==> src/rtl/wb_burst_reader.sv <==
// Wishbone burst read master: fetches a contiguous word block in incrementing
// bursts sized to fit the output FIFO, then streams the words out via valid/ready.
module wb_burst_reader #(
  parameter int BURST_LEN  = 8,
  parameter int FIFO_DEPTH = 16,
  parameter int LEN_W      = 16
) (
  input  logic             clk,
  input  logic             rst,
  input  logic             start,
  input  logic [31:0]      base_addr,
  input  logic [LEN_W-1:0] len,
  output logic             busy,
  output logic             done,
  output logic [31:0]      wb_adr,
  output logic [31:0]      wb_dat_ms,
  input  logic [31:0]      wb_dat_sm,
  output logic             wb_we,
  output logic [3:0]       wb_sel,
  output logic             wb_stb,
  output logic             wb_cyc,
  output logic [2:0]       wb_cti,
  output logic [1:0]       wb_bte,
  input  logic             wb_ack,
  output logic [31:0]      m_data,
  output logic             m_valid,
  input  logic             m_ready
);

  localparam int AW = (FIFO_DEPTH > 1) ? $clog2(FIFO_DEPTH) : 1;
  localparam int CW = $clog2(FIFO_DEPTH + 1);
  localparam int BW = $clog2(BURST_LEN + 1);

  localparam logic [1:0] S_IDLE  = 2'd0;
  localparam logic [1:0] S_WAIT  = 2'd1;
  localparam logic [1:0] S_BURST = 2'd2;

  localparam logic [2:0] CTI_INCR = 3'b010;
  localparam logic [2:0] CTI_EOB  = 3'b111;

  logic [1:0]       state;
  logic [31:0]      addr;
  logic [LEN_W-1:0] remaining;
  logic [BW-1:0]    beats_left;
  logic [BW-1:0]    beats;
  logic             cyc_q;
  logic [2:0]       cti_q;
  logic             busy_q;
  logic             done_q;

  logic [31:0]      fifo_mem [FIFO_DEPTH];
  logic [AW-1:0]    wr_ptr;
  logic [AW-1:0]    rd_ptr;
  logic [CW-1:0]    count;
  logic             push;
  logic             pop;

  logic [31:0]      rem_w;
  logic [31:0]      free_w;
  logic [31:0]      lim_w;

  assign push = (state == S_BURST) && wb_ack;
  assign pop  = (count != '0) && m_ready;

  // Burst size is fixed at burst start from free FIFO space, so the FIFO cannot overflow.
  always_comb begin
    rem_w  = 32'(remaining);
    free_w = 32'(FIFO_DEPTH) - 32'(count);
    lim_w  = 32'(BURST_LEN);
    if (rem_w < lim_w) lim_w = rem_w;
    if (free_w < lim_w) lim_w = free_w;
    beats = BW'(lim_w);
  end

  always_ff @(posedge clk or negedge rst) begin
    if (!rst) begin
      state      <= S_IDLE;
      addr       <= '0;
      remaining  <= '0;
      beats_left <= '0;
      cyc_q      <= 1'b0;
      cti_q      <= 3'b000;
      busy_q     <= 1'b0;
      done_q     <= 1'b0;
    end else begin
      done_q <= 1'b0;
      case (state)
        S_IDLE: begin
          if (start) begin
            if (len != '0) begin
              addr      <= {base_addr[31:2], 2'b00};
              remaining <= len;
              busy_q    <= 1'b1;
              state     <= S_WAIT;
            end else begin
              done_q <= 1'b1;
            end
          end
        end
        S_WAIT: begin
          if (beats != '0) begin
            beats_left <= beats;
            cyc_q      <= 1'b1;
            cti_q      <= (beats == BW'(1)) ? CTI_EOB : CTI_INCR;
            state      <= S_BURST;
          end
        end
        S_BURST: begin
          if (wb_ack) begin
            addr       <= addr + 32'd4;
            remaining  <= remaining - LEN_W'(1);
            beats_left <= beats_left - BW'(1);
            if (beats_left == BW'(1)) begin
              cyc_q <= 1'b0;
              cti_q <= 3'b000;
              if (remaining == LEN_W'(1)) begin
                state  <= S_IDLE;
                busy_q <= 1'b0;
                done_q <= 1'b1;
              end else begin
                state <= S_WAIT;
              end
            end else if (beats_left == BW'(2)) begin
              cti_q <= CTI_EOB;
            end
          end
        end
        default: state <= S_IDLE;
      endcase
    end
  end

  always_ff @(posedge clk) begin
    if (push) fifo_mem[wr_ptr] <= wb_dat_sm;
  end

  always_ff @(posedge clk or negedge rst) begin
    if (!rst) begin
      wr_ptr <= '0;
      rd_ptr <= '0;
      count  <= '0;
    end else begin
      if (push) wr_ptr <= (wr_ptr == AW'(FIFO_DEPTH - 1)) ? '0 : wr_ptr + AW'(1);
      if (pop)  rd_ptr <= (rd_ptr == AW'(FIFO_DEPTH - 1)) ? '0 : rd_ptr + AW'(1);
      case ({push, pop})
        2'b10:   count <= count + CW'(1);
        2'b01:   count <= count - CW'(1);
        default: count <= count;
      endcase
    end
  end

  assign busy      = busy_q;
  assign done      = done_q;
  assign wb_adr    = addr;
  assign wb_dat_ms = 32'h0;
  assign wb_we     = 1'b0;
  assign wb_sel    = 4'hF;
  assign wb_stb    = cyc_q;
  assign wb_cyc    = cyc_q;
  assign wb_cti    = cti_q;
  assign wb_bte    = 2'b00;
  assign m_valid   = (count != '0);
  assign m_data    = m_valid ? fifo_mem[rd_ptr] : 32'h0;

endmodule

==> config.mk <==
export PLATFORM = sky130hd
export DESIGN_NAME = wb_burst_reader
export DESIGN_NICKNAME = d
export VERILOG_FILES = /design/src/rtl/wb_burst_reader.sv
export SDC_FILE = /design/constraint.sdc
export NUM_CORES = 1
export LEC_CHECK = 0
export CAP_MARGIN = 0
export CORE_MARGIN = 4
export CORE_UTILIZATION = 50
export CTS_CLUSTER_SIZE = 16
export DETAILED_ROUTE_END_ITERATION = 10
export GPL_ROUTABILITY_DRIVEN = 0
export HOLD_SLACK_MARGIN = 0.1
export PLACE_DENSITY = 0.75
export SLEW_MARGIN = 20
export SYNTH_ARGS = -nofsm -noshare
export SYNTH_HDL_FRONTEND = slang
export SYNTH_SLANG_ARGS = --single-unit
export TNS_END_PERCENT = 50
==> constraint.sdc <==
create_clock -name clk -period 7.9 [get_ports clk]
set_clock_uncertainty 0.05 [all_clocks]
set_input_delay 2.37 -clock clk [delete_from_list [all_inputs] [get_ports clk]]
set_output_delay 2.37 -clock clk [all_outputs]
set_load 0.05 [all_outputs]
==> metrics.csv, run 1 <==
metric,value,unit
row count,81,
Placed Area,27070,um^2
Yosys warnings,0,
post-route cell area,28770,um^2
initial antenna violation count,4,
synthesis-to-finish area growth,15.58,%
Routed wire per std cell,23.58,um
gr usage total,20.22,%
Iter 0 DRT Violations,1366,
fin nets,1707,
register bit total from synthesis,582,
filler instances,3619,
Power Density,380.6,nW/um^2
Reg2Reg Launch Point,remaining[5],
via count,13602,
die area,53420,um^2
hold path startpoint,busy,
share of synthesized flip-flops with an asynchronous set or reset,12.03,%
min Tclk post-route,6.551,ns
Initial Util,50.75,%
Clock transition at path regs,0.06,ns
Via density,5.935,
post-place setup slack,1.901,ns
Avg Synthesized Cell Area,17.64,um^2
core area,49050,um^2
gr ovfl total,0,
Leak Pwr,9.598,nW
final hold vios,0,
die extent in x,231.1,um
critical path startpoint,rd_ptr[0],
RSZ-0062 raised after global routing,false,
Worst Path Required,5.48,ns
clock tree sinks,582,
CP Class,reg -> out,
Max Freq,152.6,MHz
total power,0.01095,W
Worst VDD drop,0.0002658,V
ratio of cells with drive above 1 in the final layout,18.62,%
number of global-route vias before repair,13785,
Mapped Cells,1411,
chip height,231.1,um
Buffers on Ports,152,
library cells used by synthesis,71,
largest net degree at the start of global routing,93,
"Cell Area, Synth",24890,um^2
HPWL Detailed,30.33,mm
CTS Buf Count,56,
Final Max Slew Viols,0,
HP Class,reg -> reg,
relative slew slack,29.25,%
htree depth,2,
final setup fails,0,
setup bufs post-CTS,0,
CTS Hold Bufs,0,
cell taking the most area after synthesis,edfxtp_1,
Remaining DRCs,0,
most area-consuming cells after synthesis,"edfxtp_1, mux4_2, dfrtp_1",
global-route wire length before repair,82.57,mm
Tcrit/Tclk final,82.93,%
number of max-cap violations,0,
"Arr. time, crit path",4.13,ns
status,finished clean,
root buf cell,clkbuf_16,
number of I/O pins,196,
critical path endpoint category,output pin,
Fin Setup TNS,0,ns
CTS tree,yes,
worst slew pin tran,1.061,ns
hold_ws,0.4850,ns
clk buf depth,3,
Clock Latency Late Sink,0.59,ns
Total Wirelength,54.05,mm
post-route setup slack,1.349,ns
drt first pass iters,5,
CTS resizes,0,
post-synth top area share,61.76,%
top_reg_cell synth,edfxtp_1,
Critical Path Source Type,flop,
number of flops mapped to enable cells by yosys,512,
share of the yosys chip area belonging to registers,68.80,%
Antenna Nets Post-Route,0,
CP max FO,40,
metal layers:
metal  global-route usage [%]  routed length, um
met1                    27.73              21660
met2                    33.92              27350
met3                    4.228               4021
met4                    4.548                986
met5                        0                 39
synth_stat cells (all sizes together) (3+ instances only):
| library cell | instances |
|---|---|
| dfrtp | 70 |
| nor3b | 3 |
| a22oi | 4 |
| and3 | 29 |
| nand2 | 38 |
| inv | 25 |
| edfxtp | 512 |
| clkbuf | 43 |
| mux2 | 3 |
| buf | 76 |
| a21o | 5 |
| o22ai | 38 |
| and2 | 46 |
| ha | 37 |
| nor3 | 17 |
| o22a | 21 |
| nand4 | 7 |
| nand3 | 43 |
| nor2 | 31 |
| mux2i | 9 |
| o211ai | 6 |
| o21ai | 58 |
| nor2b | 3 |
| and4 | 3 |
| a21oi | 64 |
| mux4 | 160 |
| o21a | 3 |
| nor4 | 7 |
| xnor2 | 8 |
flip-flops by register name, summed over array words and instances, names as in the netlist:
register    flops
count           5
state           2
beats_left      4
fifo_mem      512
wb_cti          2
remaining      16
wb_cyc          1
wr_ptr          4
rd_ptr          4
busy            1
wb_adr         30
done            1
final timing paths:
check,end,slack [ns],cells past startpoint
worst max-delay path,m_data[12],1.35,5
worst min-delay path,busy,0.48,2
worst max register to register,beats_left[1],3.80,11
worst min register to register,busy,0.48,2
max in group asynchronous,rd_ptr[1],5.14,2
min in group asynchronous,wb_cyc,1.95,2
per-stage QoR:
stage               util [%]  instances
CTS                    58.65       2291
global route           58.66       2292
global placement       55.18       2190
detailed placement     55.18       2190
finish                 58.66       2292
floorplan                  -       1462
report_power, final:
group          internal (W)  switching, W  total [W]
Sequential          0.00359      0.000452    0.00404
Clock               0.00141       0.00110    0.00251
Combinational       0.00192       0.00247    0.00440
kinds of logic (layout without fill, tap and decap cells):
group	count (synthesis)	in the layout	synth area share (%)
fa+ha+maj	38	38	1.940
buf+inv	145	310	3.051
xor+xnor	10	10	0.3519
flops	582	582	68.80
simple gates	239	239	5.202
compound gates	223	223	5.655
mux	172	172	14.97
other cells	2	54	0.03017
cells in the final DEF (no fill, tap or decap), drive strengths merged, types with 4 or more instances in the layout:
cell type and count:
nand4 7, nor2 31, conb 53, nor4 7, mux4 160, nand2 38
o22a 21, and3 29, a22oi 4, nor3 17, clkbuf 73, edfxtp 512
ha 37, clkdlybuf4s50 151, nand3 43, mux2i 9, clkinv 20, xnor2 8
a21oi 64, a21o 5, buf 32, o211ai 6, and2 46, o22ai 38
inv 27, o21ai 58, dfrtp 70, clkinvlp 4
area by class of cell:
class / instances / area (um^2) / share of cell area [%]
sequential: 582 / 17140 / 59.56
multi-input combinational: 735 / 7229 / 25.13
timing repair buffer: 183 / 1774 / 6.166
clock buffer: 73 / 1465 / 5.092
tap: 664 / 830.8 / 2.887
clock inverter: 28 / 236.5 / 0.8219
inverter: 26 / 97.59 / 0.3392
antenna: 1 / 2.502 / 0.008697
worst max-delay path, stage by stage (launching register included):
cell and delay (ns):
dfrtp_4 0.97, buf_4 0.53, mux4_2 0.59, mux4_2 0.48, and2_1 0.21, clkdlybuf4s50_1 0.71
Note: power is estimated with default switching activity, not from simulation.
==> run 2: changes to the inputs <==
- PLACE_DENSITY: 0.75 -> 0.78
- clock period: 7.9 -> 5.5 ns (I/O delays scaled with it)
==> run 2 against run 1 <==
Combinational power grew 48%. Register-to-register slack worse by 2.3 ns. Largest power group unchanged. Power is 47% higher.
==> metrics.csv, run 2 (same netlist as run 1, synthesis figures left out) <==
metric,value,unit,change
relative slew slack,35.70,%,+6.5 points
synthesis-to-finish area growth,16.96,%,
Leak Pwr,9.781,nW,+1.9%
most frequent cells in the layout,"edfxtp_1, mux4_2, clkdlybuf4s50_1, dfrtp_1, a21oi_1",,
Reg with most FFs,fifo_mem,,
Via density,6.005,,+1.2%
root buf cell,clkbuf_16,,
critical path depth in cells,5,,unchanged
Iter 0 DRT Violations,1530,,+12%
Initial Util,50.75,%,unchanged
final hold vios,0,,unchanged
RSZ-0062 raised after global routing,false,,
gr ovfl total,0,,unchanged
number of max-cap violations,0,,unchanged
filler instances,3547,,-2.0%
"Cell Chain, Critical Path","buf_4, mux4_2, mux4_2, and2_1, clkdlybuf4s50_1",,
Slowest cell on crit path,dfrtp_4,,
row count,81,,unchanged
status,finished clean,,
Max Freq,186.5,MHz,
Clock Latency Late Sink,0.61,ns,+0.02 ns
ratio of cells with drive above 1 in the final layout,20.04,%,+1.4 points
htree depth,2,,unchanged
Antenna Nets Post-Route,0,,unchanged
CTS Buf Count,60,,+7.1%
Tcrit/Tclk final,97.51,%,
HP Class,reg -> reg,,
clock tree sinks,582,,unchanged
critical path endpoint category,output pin,,
initial antenna violation count,4,,unchanged
R2R Path End,beats_left[1],,
core area,49050,um^2,unchanged
Hold Path Cell Cnt,1,,-1
global-route wire length before repair,86.83,mm,+5.2%
Final Max Slew Viols,0,,unchanged
post-route setup slack,0.1370,ns,-1.212 ns
max FFs per register,512,,unchanged
slowest cell delay on critical path,0.71,ns,-0.26 ns
number of global-route vias before repair,14321,,+3.9%
"Arr. time, crit path",3.66,ns,-0.47 ns
cell count of the worst reg-to-reg path,13,,+2
min Tclk post-route,5.363,ns,
total power,0.01613,W,+47%
number of I/O pins,196,,unchanged
HPWL Detailed,32.19,mm,+6.1%
CP Buf/Inv Count,2,,unchanged
CTS Hold Bufs,0,,unchanged
CP max FO,21,,-48%
critical path startpoint,rd_ptr[0],,
gr usage total,21.34,%,+1.1 points
Reg2Reg Launch Point,remaining[5],,
chip height,231.1,um,unchanged
die extent in x,231.1,um,unchanged
Worst VDD drop,0.0004741,V,+78%
Routed wire per std cell,24.58,um,+4.2%
die area,53420,um^2,unchanged
Buffers on Ports,152,,unchanged
hold_ws,0.4971,ns,+0.01219 ns
Fin Setup TNS,0,ns,unchanged
Worst Path Required,3.80,ns,-1.68 ns
CTS tree,yes,,
Critical Path Source Type,flop,,
largest net degree at the start of global routing,94,,+1.1%
fin nets,1725,,+1.1%
via count,13914,,+2.3%
post-place setup slack,0.6836,ns,-1.217 ns
CP Class,reg -> out,,
final setup fails,0,,unchanged
"commonest non-fill, non-tap cell in the layout",edfxtp_1,,
"delay-heaviest family, CP",buffers and inverters,,
"setup slack, reg-to-reg",1.46,ns,-2.34 ns
Total Wirelength,56.95,mm,+5.4%
Power Density,554.1,nW/um^2,+46%
drt first pass iters,5,,unchanged
cell mode on critical path,mux4_2,,
Remaining DRCs,0,,unchanged
worst slew pin tran,0.9645,ns,-0.09682 ns
clk buf depth,3,,unchanged
Clock transition at path regs,0.06,ns,about the same
CP Capture Point,m_data[2],,
[run 2: worst min-delay path by stage]
| stage | slack [ns] | to | startpoint |
|---|---|---|---|
| floorplan | 0.43 | remaining[10] | remaining[10] |
| global placement | 0.47 | remaining[10] | remaining[10] |
| detailed placement | 0.47 | busy | busy |
| CTS | 0.50 | busy | busy |
| global route | 0.51 | wr_ptr[2] | wr_ptr[2] |
| finish | 0.50 | wr_ptr[2] | wr_ptr[2] |
[run 2: layout make-up]
type | count | area [um^2] | share of cell area, %
diodes | 1 | 2.502 | 0.008594
clock buffers | 79 | 1593 | 5.470
clock inverters | 33 | 286.5 | 0.9841
inverters | 26 | 97.59 | 0.3352
multi-input cells | 735 | 7229 | 24.83
flip-flops and latches | 582 | 17140 | 58.85
well taps | 664 | 830.8 | 2.853
repair buffers | 197 | 1941 | 6.665
[run 2: what timing repair did]
| action | CTS | global route |
|---|---|---|
| buffers inserted | 0 | 0 |
| setup endpoints to repair | 0 | 4 |
| gates resized for setup | 0 | 1 |
[run 2: per-layer routing]
metal / track usage [%] / routed length [um] / up-vias
li1: - / - / 6018
met1: 28.10 / 21130 / 7099
met2: 36.92 / 29500 / 695
met3: 4.462 / 5155 / 96
met4: 5.055 / 1129 / 6
met5: 0 / 44 / -
[run 2: worst register-to-register path: cells and delay by family (launching register included)]
| kind | cells | cell delay (ns) |
|---|---|---|
| compound gates | 4 | 1.23 |
| fa+ha+maj | 1 | 0.28 |
| flops | 1 | 0.42 |
| mux | 2 | 0.48 |
| simple gates | 6 | 1.47 |
[run 2: metrics by stage]
| step | std cells | utilization, % | instance area (um^2) |
|---|---|---|---|
| after global placement | 2204 | 55.51 | 27230 |
| after CTS | 2316 | 59.35 | 29110 |
| after floorplan | 1462 | - | 25090 |
| after detailed placement | 2204 | 55.51 | 27230 |
| final | 2317 | 59.36 | 29120 |
| after global routing | 2316 | 59.35 | 29110 |
[run 2: power breakdown]
| part | leakage (nW) | internal (W) | switching [W] | total, W |
|---|---|---|---|---|
| logic | 3.47 | 0.00282 | 0.00371 | 0.00653 |
| registers | 5.41 | 0.00516 | 0.000564 | 0.00573 |
| clock network | 0.900 | 0.00222 | 0.00165 | 0.00388 |
| total | 9.78 | 0.0102 | 0.00593 | 0.0161 |
